==> src/rtl/uart_tx_arbiter.sv <==
// Packet-level round-robin arbiter sharing one buffered UART transmitter among NUM_REQ byte streams.
// Optional: define UART_ARB_PRIO0_EN to make requester 0 win every packet-boundary arbitration it enters.
module uart_tx_arbiter #(
   parameter int unsigned NUM_REQ        = 4,
   parameter int unsigned TIMEOUT_CYCLES = 65535
) (
   input  logic                   clk,
   input  logic                   rst_n,
   input  logic [NUM_REQ-1:0]     req_valid,
   input  logic [8*NUM_REQ-1:0]   req_data,
   input  logic [NUM_REQ-1:0]     req_last,
   output logic [NUM_REQ-1:0]     req_ready,
   output logic [NUM_REQ-1:0]     grant,
   input  logic                   tbr,
   output logic                   wr_tx,
   output logic [7:0]             wr_data,
   output logic                   pkt_abort,
   output logic                   busy
);

   localparam int unsigned        IDX_W   = $clog2(NUM_REQ);
   localparam int unsigned        CNT_W   = 16;
   localparam logic [CNT_W-1:0]   TIMEOUT = CNT_W'(TIMEOUT_CYCLES);
   localparam logic [IDX_W-1:0]   PTR_RST = IDX_W'(NUM_REQ - 1);

   typedef enum logic [1:0] {
      S_IDLE  = 2'd0,
      S_ISSUE = 2'd1,
      S_HOLD  = 2'd2
   } state_t;

   state_t             r_state;
   logic [IDX_W-1:0]   r_ptr;
   logic [IDX_W-1:0]   r_owner;
   logic               r_last;
   logic [CNT_W-1:0]   r_cnt;
   logic [NUM_REQ-1:0] r_grant;
   logic               r_wr_tx;
   logic [7:0]         r_wr_data;
   logic               r_abort;
   logic               r_busy;

   logic [7:0]         w_bytes [NUM_REQ];
   logic [IDX_W-1:0]   w_j;
   logic [IDX_W-1:0]   w_rr_idx;
   logic               w_rr_hit;
   logic [IDX_W-1:0]   w_win_idx;
   logic               w_accept;
   logic [IDX_W-1:0]   w_acc_idx;
   logic [IDX_W-1:0]   w_ptr_rel;

   always_comb begin
      for (int i = 0; i < NUM_REQ; i++) begin
         w_bytes[i] = req_data[8*i +: 8];
      end
   end

   // First valid requester scanning upward from pointer+1, wrapping
   always_comb begin
      w_j      = '0;
      w_rr_idx = '0;
      w_rr_hit = 1'b0;
      for (int unsigned k = 1; k <= NUM_REQ; k++) begin
         w_j = IDX_W'((32'(r_ptr) + k) % NUM_REQ);
         if (!w_rr_hit && req_valid[w_j]) begin
            w_rr_hit = 1'b1;
            w_rr_idx = w_j;
         end
      end
   end

   // Winner selection and pointer value used when a packet releases the grant
   always_comb begin
      w_win_idx = w_rr_idx;
      w_ptr_rel = r_owner;
`ifdef UART_ARB_PRIO0_EN
      if (req_valid[0]) begin
         w_win_idx = '0;
      end
      if (r_owner == '0) begin
         w_ptr_rel = r_ptr;
      end
`endif
   end

   // Byte acceptance: any requester at a packet boundary, only the owner mid-packet
   always_comb begin
      w_accept  = 1'b0;
      w_acc_idx = r_owner;
      req_ready = '0;
      case (r_state)
         S_IDLE: begin
            if (tbr && w_rr_hit) begin
               w_accept  = 1'b1;
               w_acc_idx = w_win_idx;
            end
         end
         S_HOLD: begin
            if (tbr && req_valid[r_owner]) begin
               w_accept = 1'b1;
            end
         end
         default: ;
      endcase
      if (w_accept) begin
         req_ready[w_acc_idx] = 1'b1;
      end
   end

   always_ff @(posedge clk or negedge rst_n) begin
      if (!rst_n) begin
         r_state   <= S_IDLE;
         r_ptr     <= PTR_RST;
         r_owner   <= '0;
         r_last    <= 1'b0;
         r_cnt     <= '0;
         r_grant   <= '0;
         r_wr_tx   <= 1'b0;
         r_wr_data <= 8'h00;
         r_abort   <= 1'b0;
         r_busy    <= 1'b0;
      end else begin
         r_wr_tx <= 1'b0;
         r_abort <= 1'b0;
         if (w_accept) begin
            r_state   <= S_ISSUE;
            r_owner   <= w_acc_idx;
            r_grant   <= NUM_REQ'(1) << w_acc_idx;
            r_wr_data <= w_bytes[w_acc_idx];
            r_last    <= req_last[w_acc_idx];
            r_wr_tx   <= 1'b1;
            r_cnt     <= '0;
            r_busy    <= 1'b1;
         end else begin
            case (r_state)
               S_ISSUE: begin
                  if (r_last) begin
                     r_state <= S_IDLE;
                     r_grant <= '0;
                     r_ptr   <= w_ptr_rel;
                     r_busy  <= 1'b0;
                  end else begin
                     r_state <= S_HOLD;
                     r_cnt   <= '0;
                  end
               end
               S_HOLD: begin
                  // Owner went quiet too long: drop the packet so others can use the line
                  if (r_cnt + CNT_W'(1) == TIMEOUT) begin
                     r_abort <= 1'b1;
                     r_state <= S_IDLE;
                     r_grant <= '0;
                     r_ptr   <= w_ptr_rel;
                     r_cnt   <= '0;
                     r_busy  <= 1'b0;
                  end else begin
                     r_cnt <= r_cnt + CNT_W'(1);
                  end
               end
               default: ;
            endcase
         end
      end
   end

   assign grant     = r_grant;
   assign wr_tx     = r_wr_tx;
   assign wr_data   = r_wr_data;
   assign pkt_abort = r_abort;
   assign busy      = r_busy;

endmodule

==> config.mk <==
export PLATFORM = sky130hd
export DESIGN_NAME = uart_tx_arbiter
export DESIGN_NICKNAME = d
export VERILOG_FILES = /design/src/rtl/uart_tx_arbiter.sv
export SDC_FILE = /design/constraint.sdc
export NUM_CORES = 1
export LEC_CHECK = 0
export ABC_AREA = 1
export CAP_MARGIN = 20
export CORE_MARGIN = 2
export CORE_UTILIZATION = 60
export DETAILED_ROUTE_END_ITERATION = 7
export DONT_BUFFER_PORTS = 1
export PLACE_DENSITY_LB_ADDON = 0.1
export SETUP_SLACK_MARGIN = 0.02
export SLEW_MARGIN = 20
export SYNTH_ARGS = -nofsm -noshare
export SYNTH_HDL_FRONTEND = slang
export SYNTH_SLANG_ARGS = --single-unit
==> constraint.sdc <==
create_clock -name clk -period 4.22 [get_ports clk]
set_clock_uncertainty 0.2 [all_clocks]
set_input_delay 0.633 -clock clk [delete_from_list [all_inputs] [get_ports clk]]
set_output_delay 0.633 -clock clk [all_outputs]
set_load 0.01 [all_outputs]
## After elaboration in Yosys (flattened, before gate mapping)

Index checks and enable logic that the tools add are counted.

- $add $sub $neg: 5
- Order comparisons: 8
- Eq/ne operators: 8
- Shifts and indexed selects: 1
- Mux-type cells: 54
- Bitwise logic cells: 2
- Reduce and logical (&&, ||, !) cells: 16

Operator list:

| operator | number |
|---|---|
| 16-bit 2-to-1 mux | 3 |
| 16-bit case mux with 2 select lines | 1 |
| 2-bit 2-to-1 mux | 11 |
| 1-bit 2-to-1 mux | 20 |
| 2-bit by 3-bit < comparator with 1-bit output (second input constant) | 6 |
| 16-bit by 1-bit adder with 16-bit output (second input constant) | 1 |
| 8-bit binary-select mux with 2-bit select | 1 |
| 16-bit == test (second input constant) | 1 |
| 4-bit 2-to-1 mux | 4 |
| 8-bit 2-to-1 mux | 2 |
| 1-bit binary-select mux with 2-bit select | 6 |
| 3-bit != test (second input constant) | 3 |
| 2-bit case mux with 2 select lines | 2 |
| 4-bit case mux with 2 select lines | 1 |
| 1-bit logical AND | 6 |
| 2-bit by 1-bit adder with 2-bit output (second input constant) | 2 |
| 2-bit adder (second input constant) | 2 |
| 2-bit != test (second input constant) | 2 |
| 1-bit case mux with 2 select lines | 2 |
| 2-bit AND reduction | 2 |
| 4-bit AND reduction | 1 |
| 1-bit by 2-bit << shifter with 4-bit output (first input constant) | 1 |
| 3-bit greater-or-equal comparator (second input constant) | 1 |
| 1-bit logical NOT | 3 |
| 10 further kinds | 10 |

- Flip-flop bits (word level): 38
- Input port bits: 43
- Word-level logic and storage cells: 104

## Depth between registers and ports, before layout

- Word-level depth: 21
- Gate-level depth with buffers: 18
- Depth with buffers taken out: 16

## Worst setup path before layout

OpenSTA, ideal clock, no wires.

- Path kind: reg-to-output
- Start point: register r_ptr[1]
- End point: output req_ready[1]
- Arrival time: 1.858 ns
- Setup slack: 1.529 ns
- Cell stages (with the launch flop): 17
- Path buffers: 2
- Path through: dfstp_2 buf_4 inv_2 nand2_1 nand2_1 nand2_2 nand2_2 nor2_4 nand3_1 nor2_1 nor2_1 nand2_1 nand2_1 inv_1 buf_2 nand3_1 inv_1

- Longest elaborated chain between the ends: 21
- Elaborated cells on any way between the ends: 37

RTL lines:

| what | line | text |
|---|---|---|
| start: declaration | 33 | `logic [IDX_W-1:0] r_ptr;` |
| start signal: assignment | 140 | `r_ptr <= w_ptr_rel;` |
| start signal: assignment | 153 | `r_ptr <= w_ptr_rel;` |
| 2-bit by 1-bit adder with 2-bit output | 64 | `w_j = IDX_W'((32'(r_ptr) + k) % NUM_REQ);` |
| 1-bit binary-select mux with 2-bit select | 65 | `if (!w_rr_hit && req_valid[w_j]) begin` |
| 1-bit 2-to-1 mux (not written as such) | 65 |  |
| 1-bit 2-to-1 mux | 65 |  |
| 1-bit logical NOT | 65 |  |
| 1-bit logical AND | 65 |  |
| 1-bit 2-to-1 mux | 65 |  |
| 1-bit logical NOT | 65 |  |
| [... 5 more ...] | n/a |  |
| 1-bit logical AND | 93 | `if (tbr && w_rr_hit) begin` |
| 2-bit 2-to-1 mux | 93 |  |
| 2-bit 2-to-1 mux | 91 | `case (r_state)` |
| 2-bit by 3-bit < comparator with 1-bit output (not written as such) or 2-bit by 1-bit greater-or-equal comparator with 1-bit output (tied branches) | 106 | `req_ready[w_acc_idx] = 1'b1;` |
| 1-bit logical AND (not written as such) | 106 |  |
| 1-bit 2-to-1 mux (not written as such) | 106 |  |
| 1-bit demux with 2-bit select | 106 |  |
| 4-bit 2-to-1 mux (*) | 105 | `if (w_accept) begin` |
| end: declaration | 12 | `output logic [NUM_REQ-1:0] req_ready,` |

Mark *: on every way between the ends. The rest lies on a longest branch, timed or not. The select of a mux whose other input is x is not followed.

## Final worst setup path

- Start point: register r_ptr[0]
- End point: output req_ready[0]

The elaborated chain is that of the path after synthesis.

==> summary.md <==
| Metric | Value |
|---|---|
| Syn Area/Cell | 6.645 um^2 |
| Final Hold Fails | 0 |
| Antenna-violating nets left | 0 |
| Fmax | 276.3 MHz |
| DRC Markers | 0 |
| Crit path kind | flop to primary output |
| Final nets | 480 |
| Drt total wl | 6.268 mm |
| Max capacitance violation total | 0 |
| Layout cells sized above 1 | 10.85% |
| PwrDens | 647.7 nW/um^2 |
| WP data arrival | 2.79 ns |
| Finished Layout Cells | 487 |
| Largest net degree at the start of global routing | 39 |
| Top cells by count, synth | 165 x nand2_1, 72 x inv_1, 60 x nand3_1 |
| Inst Count DP | 477 |
| FF+latch count, synth | 38 |
| Synth area leader | dfrtp_1 |
| Comb power frac | 55.5% |
| Top cells by area, synth | dfrtp_1 31%, nand2_1 21%, nand3_1 10% |
| Post-Syn Nets | 486 |
| Hold Crit Start | r_state[1]$_DFFE_PN0P_ |
| Grt total ovfl | 0 |
| Start point of the critical path | r_ptr[0]$_DFFE_PN1P_ |
| Post-synthesis sequential area ratio | 32.76% |
| Area share of the largest cell type after synthesis | 30.95% |
| Num CTS Buffers | 5 |
| Finish-stage setup viols | 0 |
| Most numerous cell in the Yosys netlist | nand2_1 |
| Leakage | 1.635 nW |
| Clock share of power | 13.9% |
| Port Buffers | 0 |
| Drt wl/cell | 12.87 um |
| TNS Setup | 0 ns |
| Dpl hpwl | 4.577 mm |
| Tcrit/Tclk final | 85.77% |
| Least-Margin Pin Slew | 0.5267 ns |
| Reg-to-Reg Start | r_ptr[0]$_DFFE_PN1P_ |
| Mapped Cells | 438 |
| Initial antenna violation count | 0 |
| P_int | 921.5 uW |
| # resized after CTS | 0 |
| Total Routing Usage GR | 25.27% |
| Netlist cell types | 29 |
| Min cycle time layout | 3.620 ns |
| NetSw | 1.013 mW |
| First-pass GRT wire length | 10.63 mm |
| Number of fillers in the final layout | 456 |
| Mapped cell area | 2910 um^2 |
| Gpl congestion | 0.9098 |
| CP max FO | 13 |
| VDD IR max | 0.4602 mV |
| Hold crit path type | flop to flop |
| DRT Pass-1 Iters | 4 |
| Initial core utilization | 62.03% |
| Drt via density | 5.353 |
| CTS Buffer Depth | 2 |
| Reg2Reg Depth | 14 |
| CP Capture Type | primary output |
| RSZ-0062 raised after global routing | false |
| Reg power frac | 30.6% |
| IO Pins | 62 |
| Clk Tree Root Cell | clkbuf_8 |
| Detailed Route Iter0 Violations | 147 |
| Floorplan row count | 25 |
| Inserted Diodes | 0 |
| Chip width | 73.65 um |
| Sw Share | 52.37% |
| Final Max Slew Viols | 0 |
| Asr flop ratio synth | 100.0% |
| Worst Hold Depth | 2 |
| Main synth FF type | dfrtp_1 |
| CTS sink count | 38 |
| Number of global-route vias before repair | 2347 |
| Die area | 5424 um^2 |
| Vias | 2607 |
| Core area | 4692 um^2 |
| Status | finished clean |
| Rel. slew slack | 64.84% |
| Crit path launch type | flop |
| CTS tree | done |
| H-tree levels | 2 |
| EDFF count, synth | 0 |
| Syn-to-layout area delta | 2.622% |
| Worst Path Required | 3.39 ns |
| Clock transition at path regs | 0.08 ns |
| Die Height | 73.65 um |
| Worst-Skew Late Latency | 0.30 ns |
| Synth warnings | 0 |
-- cell usage in the layout (no fill, tap or decap), types with 3 or more instances in the layout --
master,count
nand2_1,165
inv_1,72
nand3_1,60
dfrtp_1,36
o21ai_0,14
nor2_1,11
o22ai_2,11
nand2_2,8
nor3_1,7
xor2_1,7
clkbuf_8,6
inv_2,5
ha_1,5
nand3_2,4
o21ai_1,3
-- stage by stage --
step / cell area, um^2 / utilization [%] / total power [mW] / hold slack (ns) / worst slack (ns)
3_5_place_dp: 2861 / 60.99 / 1.662 / 0.1380 / 0.9196
6_report: 2987 / 63.65 / 1.935 / 0.3193 / 0.6003
3_3_place_gp: 2861 / 60.99 / 1.659 / 0.1381 / 0.9430
4_1_cts: 2987 / 63.65 / 1.949 / 0.3201 / 0.5864
5_1_grt: 2987 / 63.65 / 2.135 / 0.3457 / 0.2410
2_1_floorplan: 2910 / - / 1.574 / 0.1374 / 1.529
-- power by group through the flow --
stage	Clock, mW	Sequential, mW	Combinational [mW]
final	0.269	0.591	1.07
after global routing	0.291	0.604	1.24
after CTS	0.279	0.591	1.08
after detailed placement	0	0.594	1.07
after global placement	0	0.595	1.06
after floorplan	0	0.555	1.02
-- metal layers --
metal | vias to the layer above | routed length [um] | track usage (%)
met1 | 1190 | 3068 | 35.63
met3 | 8 | 311 | 6.310
li1 | 1344 | - | -
met4 | 0 | 114 | 8.081
met5 | - | 0 | 0
met2 | 65 | 2773 | 38.10
-- kinds of logic after synthesis --
family / share of synthesized area [%]
xor gates and xnor gates: 2.107
DFF: 32.76
AOI/OAI and AO/OA: 8.556
adders and majority gates: 2.150
and+or+nand+nor: 40.50
buffers and inverters: 13.93
-- path summary, 6_finish.rpt --
kind	to	slack (ns)
setup / recovery	req_ready[0]	0.60
setup reg to reg	grant[2]$_DFFE_PN0P_	1.10
hold reg to reg	r_state[1]$_DFFE_PN0P_	0.32
min in group asynchronous	r_cnt[10]$_DFFE_PN0P_	0.59
hold / removal	r_state[1]$_DFFE_PN0P_	0.32
max in group asynchronous	r_ptr[0]$_DFFE_PN1P_	2.98
-- repair_timing --
item                      in CTS  in global routing
setup buffers                  0                  0
hold endpoints to repair      38                  0
hold buffers                   2                  0
-- critical path: stages, from the launching register on --
cell and delay (ns):
dfstp_2 0.67, inv_2 0.12, nand2_1 0.07, nand2_1 0.09, nand2_2 0.09, nand2_2 0.07
nor2_4 0.10, nand3_1 0.13, nor2_1 0.12, nor2_1 0.05, nand2_1 0.05, nand2_1 0.25
inv_1 0.37, nand3_1 0.16, inv_1 0.13
-- flip-flops by register name (all words and copies together), names as in the netlist --
register and flops:
r_owner 2, r_cnt 16, pkt_abort 1, grant 4, wr_tx 1, r_state 2, busy 1, wr_data 8
r_ptr 2, r_last 1
-- final cells by class --
class | instances | area (um^2) | share of cell area (%)
clock inverter | 2 | 12.51 | 0.4189
timing repair buffer | 2 | 30.03 | 1.005
sequential | 38 | 953.4 | 31.92
tap | 54 | 67.56 | 2.262
clock buffer | 6 | 82.58 | 2.765
multi-input combinational | 308 | 1551 | 51.95
inverter | 77 | 289.0 | 9.677
Note: power is estimated with default switching activity, not from simulation.
